$ cat src/rtl/uart_pkg.sv
// Shared definitions for the memory-mapped UART transmitter: FSM encoding,
// register offsets and STATUS layout.
package uart_pkg;

  typedef enum logic [1:0] {
    ST_IDLE  = 2'd0,
    ST_START = 2'd1,
    ST_DATA  = 2'd2,
    ST_STOP  = 2'd3
  } tx_state_e;

  localparam logic [2:0] TXDATA_OFF = 3'd0;
  localparam logic [2:0] STATUS_OFF = 3'd4;

  localparam int unsigned STAT_FULL_BIT  = 0;
  localparam int unsigned STAT_EMPTY_BIT = 1;
  localparam int unsigned STAT_BUSY_BIT  = 2;
  localparam int unsigned STAT_OVF_BIT   = 3;
  localparam int unsigned STAT_CNT_LSB   = 8;

  // STATUS word as seen by a load; field order matches the bit positions above.
  typedef struct packed {
    logic [19:0] rsvd_hi;
    logic [3:0]  count;
    logic [3:0]  rsvd_lo;
    logic        overflow;
    logic        busy;
    logic        empty;
    logic        full;
  } status_t;

endpackage

$ cat src/rtl/uart_tx_mmio_sync_fifo.sv
// Synchronous FIFO with wrap-bit pointers; push while full is accepted only
// when a pop happens on the same edge.
module sync_fifo #(
  parameter  int unsigned WIDTH = 8,
  parameter  int unsigned DEPTH = 8,
  localparam int unsigned AW    = $clog2(DEPTH)
) (
  input  logic             clk,
  input  logic             rst_n,
  input  logic             push,
  input  logic             pop,
  input  logic [WIDTH-1:0] wdata,
  output logic [WIDTH-1:0] rdata,
  output logic             full,
  output logic             empty,
  output logic [AW:0]      count
);

  logic [AW:0]      wr_ptr;
  logic [AW:0]      rd_ptr;
  logic [WIDTH-1:0] mem [DEPTH];
  logic             do_push;
  logic             do_pop;

  assign empty   = (wr_ptr == rd_ptr);
  assign full    = (wr_ptr[AW-1:0] == rd_ptr[AW-1:0]) && (wr_ptr[AW] != rd_ptr[AW]);
  assign count   = wr_ptr - rd_ptr;
  assign do_pop  = pop & ~empty;
  assign do_push = push & (~full | do_pop);
  assign rdata   = mem[rd_ptr[AW-1:0]];

  always_ff @(posedge clk or negedge rst_n) begin
    if (!rst_n) begin
      wr_ptr <= '0;
      rd_ptr <= '0;
    end else begin
      if (do_push) wr_ptr <= wr_ptr + (AW+1)'(1);
      if (do_pop)  rd_ptr <= rd_ptr + (AW+1)'(1);
    end
  end

  // Storage needs no reset: the pointers alone define validity.
  always_ff @(posedge clk) begin
    if (do_push) mem[wr_ptr[AW-1:0]] <= wdata;
  end

endmodule

$ cat src/rtl/uart_tx_mmio.sv
// UART 8N1 transmitter snooping the core's store bus; TXDATA queues a byte,
// STATUS reports FIFO/line state and clears the sticky overflow flag.
module uart_tx_mmio
  import uart_pkg::*;
#(
  parameter logic [31:0] BASE_ADDR    = 32'h1000_0000,
  parameter int unsigned CLKS_PER_BIT = 16,
  parameter int unsigned FIFO_DEPTH   = 8
) (
  input  logic        clk,
  input  logic        reset,
  input  logic        MemWrite,
  input  logic [31:0] DataAdr,
  input  logic [31:0] WriteData,
  input  logic [1:0]  be,
  output logic        sel,
  output logic [31:0] rdata,
  output logic        tx,
  output logic        busy
);

  localparam int unsigned AW = $clog2(FIFO_DEPTH);
  localparam int unsigned BW = $clog2(CLKS_PER_BIT);

  tx_state_e   state;
  logic [BW-1:0] baud;
  logic [2:0]  bit_idx;
  logic [7:0]  shift;
  logic        overflow;

  logic [2:0]  off;
  logic        wr_tx;
  logic        wr_st;
  logic        baud_last;
  logic        fifo_pop;
  logic        fifo_full;
  logic        fifo_empty;
  logic [7:0]  fifo_rdata;
  logic [AW:0] fifo_count;
  status_t     status;
  logic        unused_bits;

  // Size and upper data bits play no part in decode or payload.
  assign unused_bits = ^{be, WriteData[31:8]};

  assign off       = DataAdr[2:0];
  assign sel       = (DataAdr[31:3] == BASE_ADDR[31:3]);
  assign wr_tx     = MemWrite & sel & (off == TXDATA_OFF);
  assign wr_st     = MemWrite & sel & (off == STATUS_OFF);
  assign baud_last = (baud == BW'(CLKS_PER_BIT - 1));
  assign fifo_pop  = ~fifo_empty & ((state == ST_IDLE) | ((state == ST_STOP) & baud_last));
  assign busy      = (state != ST_IDLE) | ~fifo_empty;

  sync_fifo #(
    .WIDTH (8),
    .DEPTH (FIFO_DEPTH)
  ) u_fifo (
    .clk   (clk),
    .rst_n (reset),
    .push  (wr_tx),
    .pop   (fifo_pop),
    .wdata (WriteData[7:0]),
    .rdata (fifo_rdata),
    .full  (fifo_full),
    .empty (fifo_empty),
    .count (fifo_count)
  );

  // Combinational read path so the single-cycle core can load in the same cycle.
  always_comb begin
    status          = '0;
    status.full     = fifo_full;
    status.empty    = fifo_empty;
    status.busy     = busy;
    status.overflow = overflow;
    status.count    = 4'(fifo_count);
    rdata           = '0;
    if (sel && (off == STATUS_OFF)) rdata = status;
  end

  // Sticky overflow: a dropped byte outranks a clear on the same edge.
  always_ff @(posedge clk or negedge reset) begin
    if (!reset) begin
      overflow <= 1'b0;
    end else if (wr_tx && fifo_full && !fifo_pop) begin
      overflow <= 1'b1;
    end else if (wr_st && WriteData[STAT_OVF_BIT]) begin
      overflow <= 1'b0;
    end
  end

  // TX framer; tx is registered so reset forces the line high immediately.
  always_ff @(posedge clk or negedge reset) begin
    if (!reset) begin
      state   <= ST_IDLE;
      baud    <= '0;
      bit_idx <= '0;
      shift   <= '0;
      tx      <= 1'b1;
    end else begin
      case (state)
        ST_IDLE: begin
          if (!fifo_empty) begin
            shift <= fifo_rdata;
            baud  <= '0;
            tx    <= 1'b0;
            state <= ST_START;
          end
        end
        ST_START: begin
          if (baud_last) begin
            baud    <= '0;
            bit_idx <= '0;
            tx      <= shift[0];
            state   <= ST_DATA;
          end else begin
            baud <= baud + BW'(1);
          end
        end
        ST_DATA: begin
          if (baud_last) begin
            baud  <= '0;
            shift <= {1'b0, shift[7:1]};
            if (bit_idx == 3'd7) begin
              tx    <= 1'b1;
              state <= ST_STOP;
            end else begin
              bit_idx <= bit_idx + 3'd1;
              tx      <= shift[1];
            end
          end else begin
            baud <= baud + BW'(1);
          end
        end
        ST_STOP: begin
          if (baud_last) begin
            baud <= '0;
            if (!fifo_empty) begin
              shift <= fifo_rdata;
              tx    <= 1'b0;
              state <= ST_START;
            end else begin
              state <= ST_IDLE;
            end
          end else begin
            baud <= baud + BW'(1);
          end
        end
        default: state <= ST_IDLE;
      endcase
    end
  end

endmodule

$ cat config.mk
export PLATFORM = sky130hd
export DESIGN_NAME = uart_tx_mmio
export DESIGN_NICKNAME = d
export VERILOG_FILES = /design/src/rtl/uart_pkg.sv /design/src/rtl/uart_tx_mmio_sync_fifo.sv /design/src/rtl/uart_tx_mmio.sv
export SDC_FILE = /design/constraint.sdc
export NUM_CORES = 1
export LEC_CHECK = 0
export ABC_CLOCK_PERIOD_IN_PS = 4260
export BUFFER_PORTS_ARGS = -buffer_cell sky130_fd_sc_hd__buf_4
export CAP_MARGIN = 20
export CORE_UTILIZATION = 50
export CTS_CLUSTER_SIZE = 24
export DETAILED_ROUTE_END_ITERATION = 10
export GPL_TIMING_DRIVEN = 0
export PLACE_DENSITY_LB_ADDON = 0.3
export SYNTH_ARGS = -nofsm -noshare
export SYNTH_HDL_FRONTEND = slang
export SYNTH_SLANG_ARGS = --single-unit
$ cat constraint.sdc
create_clock -name clk -period 4.26 [get_ports clk]
set_input_delay 0.426 -clock clk [delete_from_list [all_inputs] [get_ports clk]]
set_output_delay 0.426 -clock clk [all_outputs]
set_load 0.05 [all_outputs]
==> impl_metrics.env <==
export IMPL_crit_chain="clkbuf_1 > clkbuf_1 > inv_1 > ha_1 > nand3_1 > nor3_1 > or4_1 > buf_6 > nor3_2"
export IMPL_seqPwrFrac_pct=57.3
export IMPL_use_met3_pct=5.37
export IMPL_critPathMaxStageDelay_ns=0.70
export IMPL_drtAntennaViolNets=0
export IMPL_max_freq_mhz=251
export IMPL_critPathBufInv=4
export IMPL_syn_inst=310
export IMPL_io_buffers=53
export IMPL_use_met2_pct=30.3
export IMPL_synth_main_ff_cell="edfxtp_1"
export IMPL_htreeDepth=3
export IMPL_synth_async_reset_ratio_pct=29.7
export IMPL_syn_area_per_cell_um2=14.3
export IMPL_wl_per_cell_um=16.3
export IMPL_mostFrequentLayoutCells="84 x buf_4, 64 x edfxtp_1, 26 x dfrtp_1, 24 x conb_1, 17 x o21ai_0"
export IMPL_clkPwrFrac_pct=35.2
export IMPL_core_area_um2=8680
export IMPL_maxCapViolations=0
export IMPL_status="finished, final reports clean"
export IMPL_power_frac_comb_pct=7.5
export IMPL_clkTransAtPathRegs_ns=0.09
export IMPL_cts_max_path_buffers=2
export IMPL_worst_setup_path_start_kind="flip-flop"
export IMPL_seqCellArea_um2=2600
export IMPL_fin_total_pwr_mw=1.66
export IMPL_hpwl_um=6130
export IMPL_swShare_pct=23.2
export IMPL_vias=2765
export IMPL_cp_slowest_cell="nor3_2"
export IMPL_synth_area_leaders="edfxtp_1 43%, dfrtp_1 15%, mux4_2 8.1%"
export IMPL_grt_use_total_pct=19.1
export IMPL_path_common_cell="clkbuf_1"
export IMPL_finalClockSkew_ns=0.0121
export IMPL_cts_root_buf="clkbuf_8"
export IMPL_post_cts_buffers=0
export IMPL_crit_required_ns=4.25
export IMPL_first_iter_violations=92
export IMPL_pre_cts_slack_ns=0.122
export IMPL_path_delay_family="simple AND/OR/NAND/NOR gates"
export IMPL_ys_types=50
export IMPL_fin_area_um2=5390
export IMPL_io_pins=104
export IMPL_grt_pass1_wl_um=12700
export IMPL_nets=489
export IMPL_die_area_um2=9270
export IMPL_layout_commonest_cell="buf_4"
export IMPL_initial_core_util_pct=51.2
export IMPL_crit_path_end_kind="flip-flop"
export IMPL_ir_worst_vdd_v=0.000286
export IMPL_hp_class="primary input to flip-flop"
export IMPL_wirelength_um=8410
export IMPL_yosysWarnings=0
export IMPL_core_rowCount=34
export IMPL_fp_dieW_um=96.3
export IMPL_synth_edf_count=64
export IMPL_numCtsBuffers=9
export IMPL_drcViolationCount=0
export IMPL_overflow=0
export IMPL_antenna_cells=0
export IMPL_leakagePower_nw=2.19
export IMPL_worstPathArrival_ns=3.97
export IMPL_ys_ff_latch=91
export IMPL_period_share_pct=93.4
export IMPL_p_int_mw=1.27
export IMPL_slew_violations=0
export IMPL_placed_cell_area_um2=5150
export IMPL_die_height_um=96.3
export IMPL_synthDominantCellAreaShare_pct=43.2
export IMPL_seq_area_frac_synth_pct=58.4
export IMPL_finalSetupTns_ns=0
export IMPL_finalHoldViolCount=0
export IMPL_drt_first_pass_iters=4
export IMPL_gp_congestion=0.752
export IMPL_grt_pass1_vias=2517
export IMPL_top_usage_layer="met2"
export IMPL_powerDensity_nw_per_um2=308
export IMPL_grt_start_max_net_pins=28
export IMPL_fillers=678
export IMPL_fin_crit_ns=3.98
export IMPL_area_delta_synth_final_pct=21.2
export IMPL_tritoncts="yes"
export IMPL_critical_path_class="flip-flop to flip-flop"
export IMPL_p_sw_uw=385
export IMPL_worst_slack_ns=0.282
export IMPL_grt_use_met1_pct=26.0
export IMPL_multi_input_area_um2=1720
export IMPL_crit_fanout=10
export IMPL_synth_area_um2=4450
export IMPL_synth_area_leader_cell="edfxtp_1"
export IMPL_setup_viol_count_final=0
export IMPL_drive_above_1_share_pct=35.7
export IMPL_tightestPinTransition_ns=0.867
export IMPL_antenna_found_initial=0
export IMPL_viasPerCell=5.35
export IMPL_rsz0062_at_grt="no"
export IMPL_maxSlewHeadroom_pct=41.9
export IMPL_cts_num_sinks=91
export IMPL_clock_latency_ns=0.36
metal layers:
metal | share of wire (%) | vias up
li1 | - | 1327
met1 | 46 | 1381
met2 | 50 | 49
met3 | 3.2 | 8
met4 | 0.97 | 0
met5 | 0 | -
worst reg2reg max path, stage by stage, from the launching register on:
cell,delay (ns)
dfrtp_1,0.35
clkbuf_1,0.52
clkbuf_1,0.53
inv_1,0.18
ha_1,0.35
nand3_1,0.17
nor3_1,0.12
or4_1,0.51
buf_6,0.18
nor3_2,0.70
worst paths after layout:
check,startpoint,to,slack [ns],cells past startpoint
min in group asynchronous,reset,state[1],0.51,2
max in group asynchronous,reset,tx,3.44,2
hold / removal,WriteData[7],u_fifo.mem[6][7],0.29,1
setup / recovery,u_fifo.rd_ptr[1],u_fifo.mem[7][0],0.28,9
hold reg to reg,u_fifo.rd_ptr[2],u_fifo.rd_ptr[2],0.52,1
setup reg to reg,u_fifo.rd_ptr[1],u_fifo.mem[7][0],0.28,9
power groups by stage:
| stage | clock network [mW] | logic, mW | registers [mW] |
|---|---|---|---|
| 3_5_place_dp | 0 | 0.123 | 0.970 |
| 5_1_grt | 0.627 | 0.133 | 0.950 |
| 2_1_floorplan | 0 | 0.0733 | 0.970 |
| 6_report | 0.583 | 0.124 | 0.950 |
| 3_3_place_gp | 0 | 0.120 | 0.970 |
| 4_1_cts | 0.596 | 0.124 | 0.950 |
logic make-up (layout without fill, tap and decap cells):
group	after synthesis	count (layout)	share of synthesized area (%)
and+or+nand+nor	72	72	10.6
muxes	34	34	12.5
xor gates and xnor gates	9	9	1.77
buffers and inverters	46	122	6.13
adders and majority gates	15	15	4.39
AOI/OAI and AO/OA	42	42	6.11
other	1	24	0.0843
DFF	91	91	58.4
cell type report:
| type | count | area share [%] |
|---|---|---|
| tap | 108 | 2.51 |
| multi-input combinational | 196 | 32.0 |
| inverter | 12 | 0.836 |
| clock buffer | 9 | 2.30 |
| timing repair buffer | 61 | 8.55 |
| buffer | 34 | 4.23 |
| clock inverter | 6 | 1.35 |
| sequential | 91 | 48.2 |
sequential cells by signal, indices dropped and copies added, names as in the netlist:
signal and cells:
u_fifo.mem 64, shift 8, baud 4, u_fifo.rd_ptr 4, u_fifo.wr_ptr 4, bit_idx 3, state 2, overflow 1
tx 1
cell usage after synthesis (2+ instances only):
master / count
edfxtp_1: 64
dfrtp_1: 26
buf_4: 24
o21ai_0: 17
mux4_2: 16
ha_1: 14
nand2_1: 11
nor2_1: 11
inv_1: 10
mux2_2: 8
mux2i_1: 8
nand3_1: 8
nor3_1: 8
clkbuf_1: 7
nor4_1: 7
o21ai_1: 7
xnor2_1: 6
nand4_1: 4
nor4_4: 4
a22o_1: 3
and3_1: 3
nor3b_1: 3
nor4_2: 3
xor2_1: 3
a21o_1: 2
a32o_1: 2
a41o_1: 2
buf_2: 2
inv_2: 2
nand2b_1: 2
nand3b_1: 2
o31ai_1: 2
or4_1: 2
stage by stage:
step	hold WS (ns)	cells	util, %
after CTS	0.275	517	61.7
final	0.288	517	62.1
after global placement	0.362	494	58.4
after detailed placement	0.361	501	59.3
after floorplan	0.130	333	-
after global routing	0.269	517	62.1
repair_timing:
item / 4_1_cts / 5_1_grt
gates resized for setup: 0 / 5
hold buffers: 1 / 0
endpoints found under the hold margin: 26 / 0
endpoints found under the setup margin: 0 / 22
Power figures use the tool's default switching activity.
